==> src/rtl/frame_reader_pkg.sv <==
// Shared types and defaults for the frame reader: FSM state encoding,
// default image geometry and a width helper that stays at least 1 bit.
package frame_reader_pkg;

  typedef enum logic [1:0] {
    IDLE  = 2'd0,
    READ  = 2'd1,
    DRAIN = 2'd2
  } state_t;

  localparam int IMG_W_DEF = 320;
  localparam int IMG_H_DEF = 240;

  // Degenerate geometries (a single pixel/row/column) still need a 1-bit counter.
  function automatic int safe_clog2(input int n);
    return (n > 1) ? $clog2(n) : 1;
  endfunction

endpackage

==> src/rtl/frame_out_fifo.sv <==
// Two-entry output FIFO: head register drives the stream directly, tail
// register absorbs the one extra beat that can be in flight during a stall.
module frame_out_fifo #(
  parameter int WIDTH = 8
) (
  input  logic             clk,
  input  logic             rstn,
  input  logic             push,
  input  logic             pop,
  input  logic [WIDTH-1:0] din,
  output logic [WIDTH-1:0] head,
  output logic [1:0]       count
);

  logic [WIDTH-1:0] head_q;
  logic [WIDTH-1:0] tail_q;
  logic [1:0]       count_q;

  // NOTE: payload registers carry no reset; every consumer qualifies them with count.
  always_ff @(posedge clk) begin
    if (push && pop) begin
      if (count_q == 2'd2) begin
        head_q <= tail_q;
        tail_q <= din;
      end else begin
        head_q <= din;
      end
    end else if (push) begin
      if (count_q == 2'd0) head_q <= din;
      else                 tail_q <= din;
    end else if (pop) begin
      head_q <= tail_q;
    end
  end

  always_ff @(posedge clk or negedge rstn) begin
    if (!rstn) begin
      count_q <= 2'd0;
    end else if (push && !pop) begin
      count_q <= count_q + 2'd1;
    end else if (pop && !push) begin
      count_q <= count_q - 2'd1;
    end
  end

  assign head  = head_q;
  assign count = count_q;

endmodule

==> src/rtl/frame_reader.sv <==
// Streams one IMG_W x IMG_H frame from a 1-cycle-latency memory onto a
// valid/ready stream. Define FRAME_READER_MARKERS_EN to generate m_user/m_last.
module frame_reader
  import frame_reader_pkg::*;
#(
  parameter  int WIDTH  = 8,
  parameter  int IMG_W  = IMG_W_DEF,
  parameter  int IMG_H  = IMG_H_DEF,
  localparam int ADDR_W = safe_clog2(IMG_W * IMG_H)
) (
  input  logic              clk,
  input  logic              rstn,
  input  logic              start,
  output logic              busy,
  output logic              done,
  output logic              mem_rd_en,
  output logic [ADDR_W-1:0] mem_addr,
  input  logic [WIDTH-1:0]  mem_rd_data,
  output logic [WIDTH-1:0]  m_data,
  output logic              m_valid,
  input  logic              m_ready,
  output logic              m_user,
  output logic              m_last
);

  localparam logic [ADDR_W-1:0] LAST_ADDR = ADDR_W'(IMG_W * IMG_H - 1);

  state_t            state, state_next;
  logic              inflight;
  logic [ADDR_W-1:0] addr;
  logic [1:0]        count;
  logic [2:0]        occupancy;
  logic              pop;
  logic              accept;

  assign accept    = (state == IDLE) && start;
  assign pop       = m_valid && m_ready;
  assign occupancy = 3'(inflight) + 3'(count) - 3'(pop);

  always_ff @(posedge clk or negedge rstn) begin
    if (!rstn) state <= IDLE;
    else       state <= state_next;
  end

  always_comb begin
    // NOTE: default first so every path assigns state_next and no latch is inferred.
    state_next = state;
    case (state)
      IDLE:    if (start) state_next = READ;
      READ:    if (mem_rd_en && (addr == LAST_ADDR)) state_next = DRAIN;
      DRAIN:   if (!inflight && (count == 2'd0)) state_next = IDLE;
      default: state_next = IDLE;
    endcase
  end

  always_comb begin
    busy      = (state != IDLE);
    done      = (state == DRAIN) && !inflight && (count == 2'd0);
    mem_rd_en = (state == READ) && (occupancy < 3'd2);
  end

  always_ff @(posedge clk or negedge rstn) begin
    if (!rstn) begin
      addr     <= '0;
      inflight <= 1'b0;
    end else begin
      inflight <= mem_rd_en;
      if (accept)         addr <= '0;
      else if (mem_rd_en) addr <= addr + 1'b1;
    end
  end

  assign mem_addr = addr;
  assign m_valid  = (count != 2'd0);

`ifdef FRAME_READER_MARKERS_EN
  localparam int COL_W = safe_clog2(IMG_W);
  localparam int ROW_W = safe_clog2(IMG_H);
  localparam logic [COL_W-1:0] COL_LAST = COL_W'(IMG_W - 1);

  logic [COL_W-1:0]   col;
  logic [ROW_W-1:0]   row;
  logic               inflight_user;
  logic               inflight_last;
  logic [WIDTH+1:0]   fifo_head;

  // Markers are decided when the address is issued and travel with the read.
  always_ff @(posedge clk or negedge rstn) begin
    if (!rstn) begin
      col           <= '0;
      row           <= '0;
      inflight_user <= 1'b0;
      inflight_last <= 1'b0;
    end else begin
      inflight_user <= (row == '0) && (col == '0);
      inflight_last <= (col == COL_LAST);
      if (accept) begin
        col <= '0;
        row <= '0;
      end else if (mem_rd_en) begin
        if (col == COL_LAST) begin
          col <= '0;
          row <= row + 1'b1;
        end else begin
          col <= col + 1'b1;
        end
      end
    end
  end

  frame_out_fifo #(.WIDTH(WIDTH + 2)) u_fifo (
    .clk   (clk),
    .rstn  (rstn),
    .push  (inflight),
    .pop   (pop),
    .din   ({inflight_user, inflight_last, mem_rd_data}),
    .head  (fifo_head),
    .count (count)
  );

  assign m_data = fifo_head[WIDTH-1:0];
  assign m_user = m_valid && fifo_head[WIDTH+1];
  assign m_last = m_valid && fifo_head[WIDTH];
`else
  frame_out_fifo #(.WIDTH(WIDTH)) u_fifo (
    .clk   (clk),
    .rstn  (rstn),
    .push  (inflight),
    .pop   (pop),
    .din   (mem_rd_data),
    .head  (m_data),
    .count (count)
  );

  assign m_user = 1'b0;
  assign m_last = 1'b0;
`endif

endmodule

==> config.mk <==
export PLATFORM = sky130hd
export DESIGN_NAME = frame_reader
export DESIGN_NICKNAME = d
export VERILOG_FILES = /design/src/rtl/frame_reader_pkg.sv /design/src/rtl/frame_out_fifo.sv /design/src/rtl/frame_reader.sv
export SDC_FILE = /design/constraint.sdc
export NUM_CORES = 1
export LEC_CHECK = 0
export ABC_AREA = 1
export CORE_UTILIZATION = 67
export DETAILED_ROUTE_END_ITERATION = 7
export DONT_BUFFER_PORTS = 1
export GPL_ROUTABILITY_DRIVEN = 0
export PLACE_DENSITY = 0.83
export REMOVE_ABC_BUFFERS = 1
export SETUP_SLACK_MARGIN = 0.1
export SLEW_MARGIN = 0
export SYNTH_ARGS = -nofsm -noshare
export SYNTH_HDL_FRONTEND = slang
export SYNTH_HIERARCHICAL = 1
export SYNTH_SLANG_ARGS = --single-unit
==> constraint.sdc <==
create_clock -name clk -period 5.9 [get_ports clk]
set_input_delay 0.885 -clock clk [delete_from_list [all_inputs] [get_ports clk]]
set_output_delay 0.885 -clock clk [all_outputs]
set_load 0.01 [all_outputs]
# Yosys cells after proc, flatten, opt, wreduce, memory -nomap -nowiden
# Cells that the tools add are included.
# word_totals
regBits,38
input_bits,12
output_inout_bits,31
word_cells,62
# classes
n_addsub,5
order_cmp,1
eq_ne,10
muxes,17
reduce_logical,23
# op_table
cell,count
2-to-1 mux 8 bit,9
2-to-1 mux 17 bit,2
"adder 17 x 1 -> 17 bit, second input constant",1
"== test 17 bit, second input constant",1
logical AND 1 bit,10
2-to-1 mux 2 bit,5
nonzero test 2 bit,5
"inequality test 2 bit, second input constant",4
one-hot mux 2 bit (3 select lines),1
AND reduction 3 bit,2
"== test 2 bit, second input constant",2
logical NOT 2 bit,2
adder 1 x 2 -> 3 bit,1
"less-than comparator 3 x 2 -> 1 bit, second input constant",1
"inequality test 3 x 1 -> 1 bit, second input constant",1
nonzero test 3 bit,1
subtractor 3 x 1 -> 3 bit,1
"adder 2 x 1 -> 2 bit, second input constant",1
"== test 2 x 1 -> 1 bit, second input constant",1
logical NOT 1 bit,2
"inequality test 2 x 1 -> 1 bit, second input constant",1
AND reduction 2 bit,1
"subtractor 2 x 1 -> 2 bit, second input constant",1

# Longest topological paths before layout
# Gate-level depths: netlist (run 1).
# logic_depth
ltp_word,8
mapped_depth,15
ltp_nobuf,15

# By module
# The synthesis (run 1) kept the hierarchy.
# by_module_without_submodules
module,n_inst,cells_each,area_each_um2
frame_reader,1,173,1233.7
frame_out_fifo,1,67,805.8

# Least setup slack after synthesis (run 1)
# No wires, ideal clock.
# synth_path
path_type,input to output
from,input m_ready
to,output mem_rd_en
arrival_ns,2.357
t_required_ns,5.015
slack_ns,2.658
path_stages,10
n_path_buf,0
cell_sequence,inv_1 -> nor2_1 -> ha_1 -> inv_1 -> nand2_1 -> fa_1 -> inv_1 -> nor2_4 -> nand2_4 -> inv_1
# synth_between
elab_chain_len,4
# synth_rtl
element,line_no,text
start: declaration,frame_reader.sv:21,"input logic m_ready,"
logical AND 1 bit,frame_reader.sv:37,assign pop = m_valid && m_ready;
named net pop,frame_reader.sv:33,logic pop;
subtractor 3 x 1 -> 3 bit,frame_reader.sv:38,assign occupancy = 3'(inflight) + 3'(count) - 3'(pop);
less-than comparator 3 x 2 -> 1 bit,frame_reader.sv:59,mem_rd_en = (state == READ) && (occupancy < 3'd2);
logical AND 1 bit,frame_reader.sv:59,
end: declaration,frame_reader.sv:16,"output logic mem_rd_en,"
# The timed path passes the listed nets, and every way through them passes these cells.

# Worst setup path in the final report (run 1)
# layout_path
from,"register u_fifo.count_q[1], in the netlist u_fifo/count[1]"
to,output mem_rd_en
# layout_between
elab_chain_len,5
word_cells_on_any_way,6
classes_between,add/sub: 2; order compare: 1; reduce/logical: 3
# layout_rtl
element,line_no,text
start: declaration,frame_out_fifo.sv:17,logic [1:0] count_q;
start signal: assignment,frame_out_fifo.sv:40,count_q <= count_q + 2'd1;
start signal: assignment,frame_out_fifo.sv:42,count_q <= count_q - 2'd1;
nonzero test 2 bit,frame_reader.sv:74,assign m_valid = (count != 2'd0);
logical AND 1 bit,frame_reader.sv:37,
named net pop,frame_reader.sv:33,
subtractor 3 x 1 -> 3 bit,frame_reader.sv:38,
less-than comparator 3 x 2 -> 1 bit,frame_reader.sv:59,
logical AND 1 bit,frame_reader.sv:59,
# The timed path passes the listed nets, and every way through them passes these cells.

==> impl_metrics.py, run 1 <==
metrics = {
    "outcome": {
        "status": "finished, violations left",
        "violations": "design-rule violations",
    },
    "global_routing": {
        "overflow": 0,
        "grt-busiest-layer": "met2",
        "use_met1": 0.2745,
        "antenna_found_initial": 0,
        "grt_use_total": 0.2659,
        "grt_max_degree": 23,
        "grt_pass1_vias": 1596,
        "met3_usage": 0.09751,
        "gr-usage-met2": 0.4756,
        "grt_pass1_wl_um": 6603,
    },
    "finish": {
        "layout-drive-gt1-share": 0.1016,
        "design_area_sq_um": 2142,
        "final_cell_mix": "65 x nand2_1, 29 x nor2_1, 28 x inv_1",
        "layout.nets": 264,
        "seq_area_sq_um": 1031,
        "antenna_cells": 0,
        "area_growth_pct": 5.030,
        "multi_input_area_sq_um": 877.1,
        "fin_util": 0.7572,
        "final_common_cell": "nand2_1",
        "fillers": 198,
    },
    "flow_run": {
        "max_cap_violations": 0,
    },
    "placement": {
        "pre_cts_slack_ns": 2.513,
        "placed_area_sq_um": 2059,
        "io_buffer_count": 0,
        "hpwlAfterDp_um": 2865,
    },
    "sta": {
        "relSlewSlack": 0.5235,
        "slew_violations": 0,
        "finalSetupViolCount": 0,
        "fin_ws_ns": 2.432,
        "tns_ns": 0,
        "max_freq_mhz": 288.4,
        "worst_pin_slew_ns": 0.7148,
        "period_minus_slack_ns": 3.468,
        "hold_viol": 0,
        "grt_setup_unrepaired": "no",
        "fin_skew_ns": 0.01122,
        "fin_crit_sh": 0.5878,
    },
    "floorplanning": {
        "fp.dieW_um": 57.17,
        "io_pins": 43,
        "start_util": 0.7209,
        "die_h_um": 57.17,
        "rows": 19,
        "coreArea_sq_um": 2829,
        "die_area_sq_um": 3268,
    },
    "clock_network": {
        "h-tree-depth": 2,
        "cts_buffer_depth": 2,
        "cts_buffers": 5,
        "clk_latency_ns": 0.35,
        "path_clk_slew_ns": 0.12,
        "cts.sink_count": 38,
        "cts.repair.resized": 0,
        "holdBufCountCts": 0,
        "post_cts_buffers": 0,
        "cts_tree": "done",
        "cts_root_buffer": "clkbuf_4",
    },
    "drt": {
        "vias_per_cell": 5.773,
        "dr.pass1.iters": 6,
        "drcViolationCount": 7,
        "wl_per_cell_um": 13.85,
        "drt-initial-drc-count": 94,
        "vias": 1599,
        "ant_nets": 0,
        "routed_wl_um": 3837,
    },
    "hold_path": {
        "hold_class": "input pin to async pin",
    },
    "logic_synthesis": {
        "synth.area.mux_share": 0,
        "ys_warn_count": 6,
        "synth-xor-area-share": 0.004294,
        "yosys.area_share.simple": 0.3258,
        "synth_seq_area_share": 0.5055,
        "synth_top_family_by_area": "simple AND/OR/NAND/NOR gates",
        "synth_top_cell_area_share": 0.2699,
        "synthFlopType": "dfrtp_1",
        "netlist_area_sq_um": 2039,
        "synthTopCellsByArea": "dfrtp_1 27%, edfxtp_1 24%, nand2_1 12%, nor2_1 5.3%, inv_1 5.2%",
        "synth_top_area_cell": "dfrtp_1",
        "ys_types": 25,
        "synth_seq_cells": 38,
        "avgSynthCellArea_sq_um": 8.498,
        "synthAdderAreaFrac": 0.04663,
        "synth_edf_count": 16,
        "synth_compound_area_frac": 0.04969,
        "async_reset_ff_frac": 0.5789,
        "syn-instance-count": 240,
    },
    "critical_path": {
        "cp-end-kind": "primary output",
        "max_stage_delay_ns": 0.54,
        "slowest_stage": "dfrtp_1",
        "critPathMaxFanout": 9,
        "critPathBufInv": 3,
        "crit_top_cell": "inv_1",
        "worstSetupPathType": "flop to primary output",
        "critPathTopFamily": "adder cells",
        "path_cells": "nor2_1 -> nor2_1 -> ha_1 -> inv_1 -> nand2_1 -> fa_1 -> inv_1 -> nor2_4 -> nand2_4 -> inv_1",
        "arrival_ns": 2.58,
        "cp.required_ns": 5.02,
        "startpoint_type": "flop",
    },
    "pwr": {
        "vdd_drop_max_v": 0.0002645,
        "p_leak_nw": 0.9987,
        "p_per_area_nw_per_um2": 452.3,
        "p_total_mw": 0.9689,
    },
}
[power by group]
part,internal [mW],leakage [nW],total [mW],switching [mW]
combinational,0.104,0.518,0.338,0.234
sequential,0.371,0.443,0.453,0.0827
clock,0.0889,0.0374,0.177,0.0886
[sequential cells by signal, summed over array words and instances, names as in the netlist]
name / count
state: 2
inflight: 1
u_fifo/head: 8
u_fifo/tail_q: 8
mem_addr: 17
u_fifo/count: 2
[layer usage]
metal	vias up	routed length [um]
met5	-	0
met4	0	79
met3	7	285
met2	61	1980
met1	747	1492
li1	784	-
[synth_stat cells, types with 2 or more instances]
cell type  number
inv_1          28
nand2_1        65
inv_2           2
nand3_1        19
nand4_1        10
nor3_1          5
buf_4           3
dfrtp_1        22
nor2_1         29
nand2_4         3
nor2_4          3
nor2_2          5
edfxtp_1       16
a21oi_1         9
ha_1            6
o21ai_0         6
[stage by stage]
| step | cells | hold slack, ns |
|---|---|---|
| 2_1_floorplan | 238 | 0.4874 |
| 3_3_place_gp | 269 | 0.4971 |
| 3_5_place_dp | 269 | 0.4984 |
| 4_1_cts | 277 | 0.1911 |
| 5_1_grt | 277 | 0.1835 |
| 6_report | 277 | 0.2085 |
[final timing paths]
kind / from / end / slack [ns] / cells after the start
worst max-delay path: u_fifo/count[1] / mem_rd_en / 2.43 / 10
worst min-delay path: rstn / mem_addr[15] / 0.21 / 0
worst max register to register: u_fifo/count[1] / mem_addr[7] / 3.29 / 13
worst min register to register: u_fifo/tail_q[4] / u_fifo/head[4] / 0.53 / 2
max in group asynchronous: rstn / mem_addr[5] / 5.61 / 0
min in group clk: u_fifo/tail_q[4] / u_fifo/head[4] / 0.53 / 2
[final cells by class]
type,instances,area share
clock buffer,5,0.01752
clock inverter,3,0.02103
inverter,30,0.05257
multi-input combinational,170,0.4095
sequential,38,0.4813
tap,31,0.01811
[cell families (layout without fill, tap and decap cells)]
family,Yosys count,after routing
AND/OR/NAND/NOR,142,142
flip-flops,38,38
buffers and inverters,33,38
AO/OA/AOI/OAI,18,18
adder cells (fa/ha/maj),7,7
other,1,2
XOR/XNOR,1,1
No activity file was read; power rests on OpenSTA's default activity.
==> inputs of run 2 (changes only) <==
--- a/config.mk
+++ b/config.mk
@@ -6,11 +6,11 @@
 export NUM_CORES = 1
 export LEC_CHECK = 0
 export ABC_AREA = 1
-export CORE_UTILIZATION = 67
+export CORE_UTILIZATION = 62
 export DETAILED_ROUTE_END_ITERATION = 7
 export DONT_BUFFER_PORTS = 1
 export GPL_ROUTABILITY_DRIVEN = 0
-export PLACE_DENSITY = 0.83
+export PLACE_DENSITY = 0.78
 export REMOVE_ABC_BUFFERS = 1
 export SETUP_SLACK_MARGIN = 0.1
 export SLEW_MARGIN = 0
==> constraint.sdc (replaced) <==
create_clock -name clk -period 3.28 [get_ports clk]
set_input_delay 0.492 -clock clk [delete_from_list [all_inputs] [get_ports clk]]
set_output_delay 0.492 -clock clk [all_outputs]
set_load 0.01 [all_outputs]
==> impl_metrics.py, run 2 (synthesis results as in run 1) <==
metrics = {
    "outcome": {
        "status": "finished clean",
    },
    "pwr": {
        "vdd_drop_max_v": 0.0004929,
        "p_total_mw": 1.845,
        "p_per_area_nw_per_um2": 841.8,
        "p_leak_nw": 1.009,
    },
    "drt": {
        "wl_per_cell_um": 13.53,
        "vias": 1576,
        "routed_wl_um": 3936,
        "vias_per_cell": 5.416,
        "drt-initial-drc-count": 81,
        "dr.pass1.iters": 4,
        "ant_nets": 0,
        "drcViolationCount": 0,
    },
    "global_routing": {
        "grt_use_total": 0.2588,
        "antenna_found_initial": 0,
        "grt_pass1_vias": 1518,
        "grt_pass1_wl_um": 6699,
        "overflow": 0,
        "grt_max_degree": 23,
    },
    "clock_network": {
        "h-tree-depth": 2,
        "cts_buffer_depth": 2,
        "cts.sink_count": 38,
        "cts_root_buffer": "clkbuf_4",
        "cts_tree": "done",
        "cts_buffers": 5,
        "clk_latency_ns": 0.34,
        "path_clk_slew_ns": 0.12,
    },
    "critical_path": {
        "reg2reg_depth": 13,
        "worstSetupPathType": "flop to primary output",
        "arrival_ns": 2.46,
        "cp.required_ns": 2.79,
        "cp-end-kind": "primary output",
        "startpoint_type": "flop",
        "critPathMaxFanout": 9,
    },
    "sta": {
        "grt_setup_unrepaired": "no",
        "finalSetupViolCount": 0,
        "tns_ns": 0,
        "period_minus_slack_ns": 2.952,
        "relSlewSlack": 0.3450,
        "fin_crit_sh": 0.9000,
        "slew_violations": 0,
        "fin_skew_ns": 0.002488,
        "max_freq_mhz": 338.8,
        "worst_pin_slew_ns": 0.9793,
        "hold_viol": 0,
    },
    "placement": {
        "io_buffer_count": 0,
        "placed_area_sq_um": 2076,
        "hpwlAfterDp_um": 2825,
    },
    "floorplanning": {
        "io_pins": 43,
        "start_util": 0.6626,
        "die_h_um": 59.36,
        "coreArea_sq_um": 3078,
        "rows": 20,
        "die_area_sq_um": 3523,
        "fp.dieW_um": 59.36,
    },
    "finish": {
        "layout-drive-gt1-share": 0.1053,
        "design_area_sq_um": 2192,
        "final_common_cell": "nand2_1",
        "largest_reg_flops": 17,
        "final_cell_mix": "65 x nand2_1, 29 x nor2_1, 27 x inv_1",
        "area_growth_pct": 7.485,
        "antenna_cells": 0,
        "layout.nets": 265,
    },
    "flow_run": {
        "max_cap_violations": 0,
    },
    "hold_path": {
        "hold_class": "input pin to flop",
        "min_path_cells": 0,
    },
}
-- run 2: changes by cell type in the layout (fill, tap and decap cells not counted), sizes merged --
| cell | before | now |
|---|---|---|
| bufinv | 1 | 2 |
| inv | 30 | 29 |
| dlygate4sd3 | 0 | 1 |
| clkinv | 0 | 1 |
| clkinvlp | 2 | 1 |
-- run 2: through the flow --
step,hold slack (ns),instances,util,setup slack [ns]
2_1_floorplan,0.1964,238,-,0.7756
3_3_place_gp,0.1972,282,0.6744,0.6504
3_5_place_dp,0.1973,282,0.6744,0.5879
4_1_cts,0.2275,291,0.7106,0.1713
5_1_grt,0.2097,291,0.7122,0.1171
6_report,0.2335,291,0.7122,0.3280
-- run 2: final timing paths --
check                                  from          endpoint  slack (ns)
max                         u_fifo/count[0]         mem_rd_en        0.33
min                          mem_rd_data[5]  u_fifo/tail_q[5]        0.23
max reg2reg                 u_fifo/count[0]       mem_addr[4]        0.79
min reg2reg                u_fifo/tail_q[0]    u_fifo/head[0]        0.53
max in group asynchronous              rstn   u_fifo/count[1]        1.88
min in group asynchronous              rstn       mem_addr[8]        0.74
-- run 2: power breakdown --
group / internal [mW] / switching [mW] / total, mW
logic: 0.191 / 0.439 / 0.631
registers: 0.668 / 0.153 / 0.821
clock network: 0.235 / 0.159 / 0.394
-- run 2: critical path: stages (launching register included) --
cell and delay (ns):
dfrtp_1 0.48, nor2_1 0.10, nor2_1 0.18, ha_1 0.26
inv_1 0.05, nand2_1 0.06, fa_1 0.48, inv_1 0.06
nor2_4 0.14, nand2_4 0.13, clkinvlp_4 0.18
-- run 2: final cells by class --
type | count | area (sq um)
Multi-Input combinational cell | 170 | 877.1
Sequential cell | 38 | 1032
Inverter | 30 | 116.4
Timing Repair Buffer | 1 | 10.01
Clock inverter | 3 | 63.81
Clock buffer | 5 | 37.54
Fill cell | 253 | 885.9
Tap cell | 44 | 55.05
-- run 2: layer usage --
layer / vias to the layer above / part of all wire / wire [um] / global-route usage
li1: 783 / - / - / -
met2: 60 / 0.47 / 1848 / 0.4093
met3: 5 / 0.082 / 324 / 0.08734
met1: 728 / 0.44 / 1724 / 0.3444
met4: 0 / 0.0097 / 38 / 0.06122
met5: - / 0 / 0 / 0
-- run 2: what timing repair did --
| item | 4_1_cts | 5_1_grt |
|---|---|---|
| setup buffers | 0 | 0 |
| endpoints found under the setup margin | 0 | 1 |
| hold buffers | 1 | 0 |
| resized for setup | 0 | 2 |
| endpoints found under the hold margin | 22 | 0 |
==> inputs of run 3 (changes only) <==
==> constraint.sdc (replaced) <==
create_clock -name clk -period 2.8 [get_ports clk]
set_input_delay 0.42 -clock clk [delete_from_list [all_inputs] [get_ports clk]]
set_output_delay 0.42 -clock clk [all_outputs]
set_load 0.01 [all_outputs]
==> impl_metrics.py, run 3 (synthesis results as in run 1) <==
metrics = {
    "floorplanning": {
        "coreArea_sq_um": 3078,
        "start_util": 0.6626,
        "io_pins": 43,
        "rows": 20,
        "fp.dieW_um": 59.36,
        "die_h_um": 59.36,
        "die_area_sq_um": 3523,
    },
    "sta": {
        "grt_setup_unrepaired": "yes",
        "relSlewSlack": 0.3344,
        "hold_viol": 0,
        "fin_skew_ns": 0.006895,
        "period_minus_slack_ns": 2.623,
        "tns_ns": 0,
        "worst_pin_slew_ns": 0.9951,
        "slew_violations": 0,
        "max_freq_mhz": 381.2,
        "finalSetupViolCount": 0,
        "hold_ws_ns": 0.1596,
        "fin_crit_sh": 0.9369,
    },
    "finish": {
        "final_cell_mix": "65 x nand2_1, 27 x inv_1, 27 x nor2_1",
        "layout.nets": 269,
        "final_common_cell": "nand2_1",
        "largest_reg_flops": 17,
        "layout-drive-gt1-share": 0.1275,
        "antenna_cells": 0,
        "area_growth_pct": 8.221,
    },
    "drt": {
        "routed_wl_um": 3862,
        "dr.pass1.iters": 4,
        "drcViolationCount": 0,
        "vias": 1601,
        "drt-initial-drc-count": 103,
        "wl_per_cell_um": 13.09,
        "vias_per_cell": 5.427,
        "ant_nets": 0,
    },
    "pwr": {
        "p_leak_nw": 1.015,
        "p_per_area_nw_per_um2": 959.8,
        "vdd_drop_max_v": 0.0007926,
        "p_total_mw": 2.118,
    },
    "critical_path": {
        "r2r_start": "u_fifo/count[1]",
        "startpoint_type": "flop",
        "cp-end-kind": "primary output",
        "cp.required_ns": 2.38,
        "critPathMaxFanout": 7,
        "worstSetupPathType": "flop to primary output",
        "max_stage_delay_ns": 0.48,
        "arrival_ns": 2.20,
        "path_cells": "nor2_2 -> nor2_2 -> ha_1 -> inv_1 -> nand2_1 -> fa_1 -> inv_1 -> nor2_4 -> nand2_4 -> clkinvlp_4",
        "critPathTopFamily": "adder cells",
        "critPathBufInv": 3,
        "reg2reg_slack_ns": 0.40,
        "critPathLaunch": "u_fifo/count[1]",
        "slowest_stage": "fa_1",
    },
    "global_routing": {
        "grt_pass1_wl_um": 6216,
        "antenna_found_initial": 0,
        "overflow": 0,
        "grt_use_total": 0.2407,
        "grt_pass1_vias": 1444,
        "grt_max_degree": 23,
    },
    "clock_network": {
        "cts.sink_count": 38,
        "cts_root_buffer": "clkbuf_4",
        "clk_latency_ns": 0.34,
        "cts_buffer_depth": 2,
        "cts_buffers": 5,
        "cts_tree": "done",
        "path_clk_slew_ns": 0.12,
        "h-tree-depth": 2,
    },
    "flow_run": {
        "max_cap_violations": 0,
    },
    "outcome": {
        "status": "finished clean",
    },
    "hold_path": {
        "hold_class": "input pin to flop",
        "hold_start": "mem_rd_data[6]",
    },
    "placement": {
        "io_buffer_count": 0,
        "hpwlAfterDp_um": 2789,
    },
}
-- run 3: through the flow --
step                instance area, sq um  std cells  setup WS (ns)    util
finish                              2207        295         0.1767  0.7171
global route                        2207        295        0.04642  0.7171
CTS                                 2195        294         0.1303  0.7130
detailed placement                  2083        283         0.2690  0.6768
global placement                    2083        283         0.3157  0.6768
floorplan                           2021        238         0.3676       -
-- run 3: power breakdown --
part / total, mW / switching, mW / internal (mW)
Sequential: 0.934 / 0.153 / 0.781
Clock: 0.376 / 0.189 / 0.187
Combinational: 0.808 / 0.546 / 0.262
-- run 3: final timing paths --
path / end / depth (start not counted)
hold / removal: u_fifo/tail_q[6] / 0
setup / recovery: mem_rd_en / 10
hold reg to reg: u_fifo/head[6] / 2
setup reg to reg: state[0] / 14
min in group asynchronous: mem_addr[1] / 1
max in group asynchronous: u_fifo/count[1] / 1
-- run 3: worst reg2reg max path: cells and delay by family (launching register included) --
family	cells	cell delay (ns)
fa+ha+maj	2	0.75
simple gates	9	0.81
buf+inv	3	0.29
flops	1	0.41
-- run 3: layout make-up --
type                    count  area [sq um]
flip-flops and latches     38          1031
multi-input cells         170         882.1
fillers                   249         870.8
inverters                  30         116.4
well taps                  44         55.05
clock inverters             3         45.04
repair buffers              5         40.04
clock buffers               5         37.54
-- run 3: what timing repair did --
action | in CTS | in global routing
hold buffers | 1 | 0
gates resized for setup | 1 | 2
endpoints found under the setup margin | 1 | 1
pin swaps | 1 | 3
hold endpoints to repair | 22 | 0
setup buffers | 2 | 1
-- run 3: routing by layer --
metal / global-route usage / wire length, um / up-vias / share of wire
met5: 0 / 0 / - / 0
met1: 0.3189 / 1781 / 749 / 0.46
met2: 0.3596 / 1794 / 45 / 0.46
met3: 0.08515 / 219 / 9 / 0.057
li1: - / - / 798 / -
met4: 0.09864 / 65 / 0 / 0.017
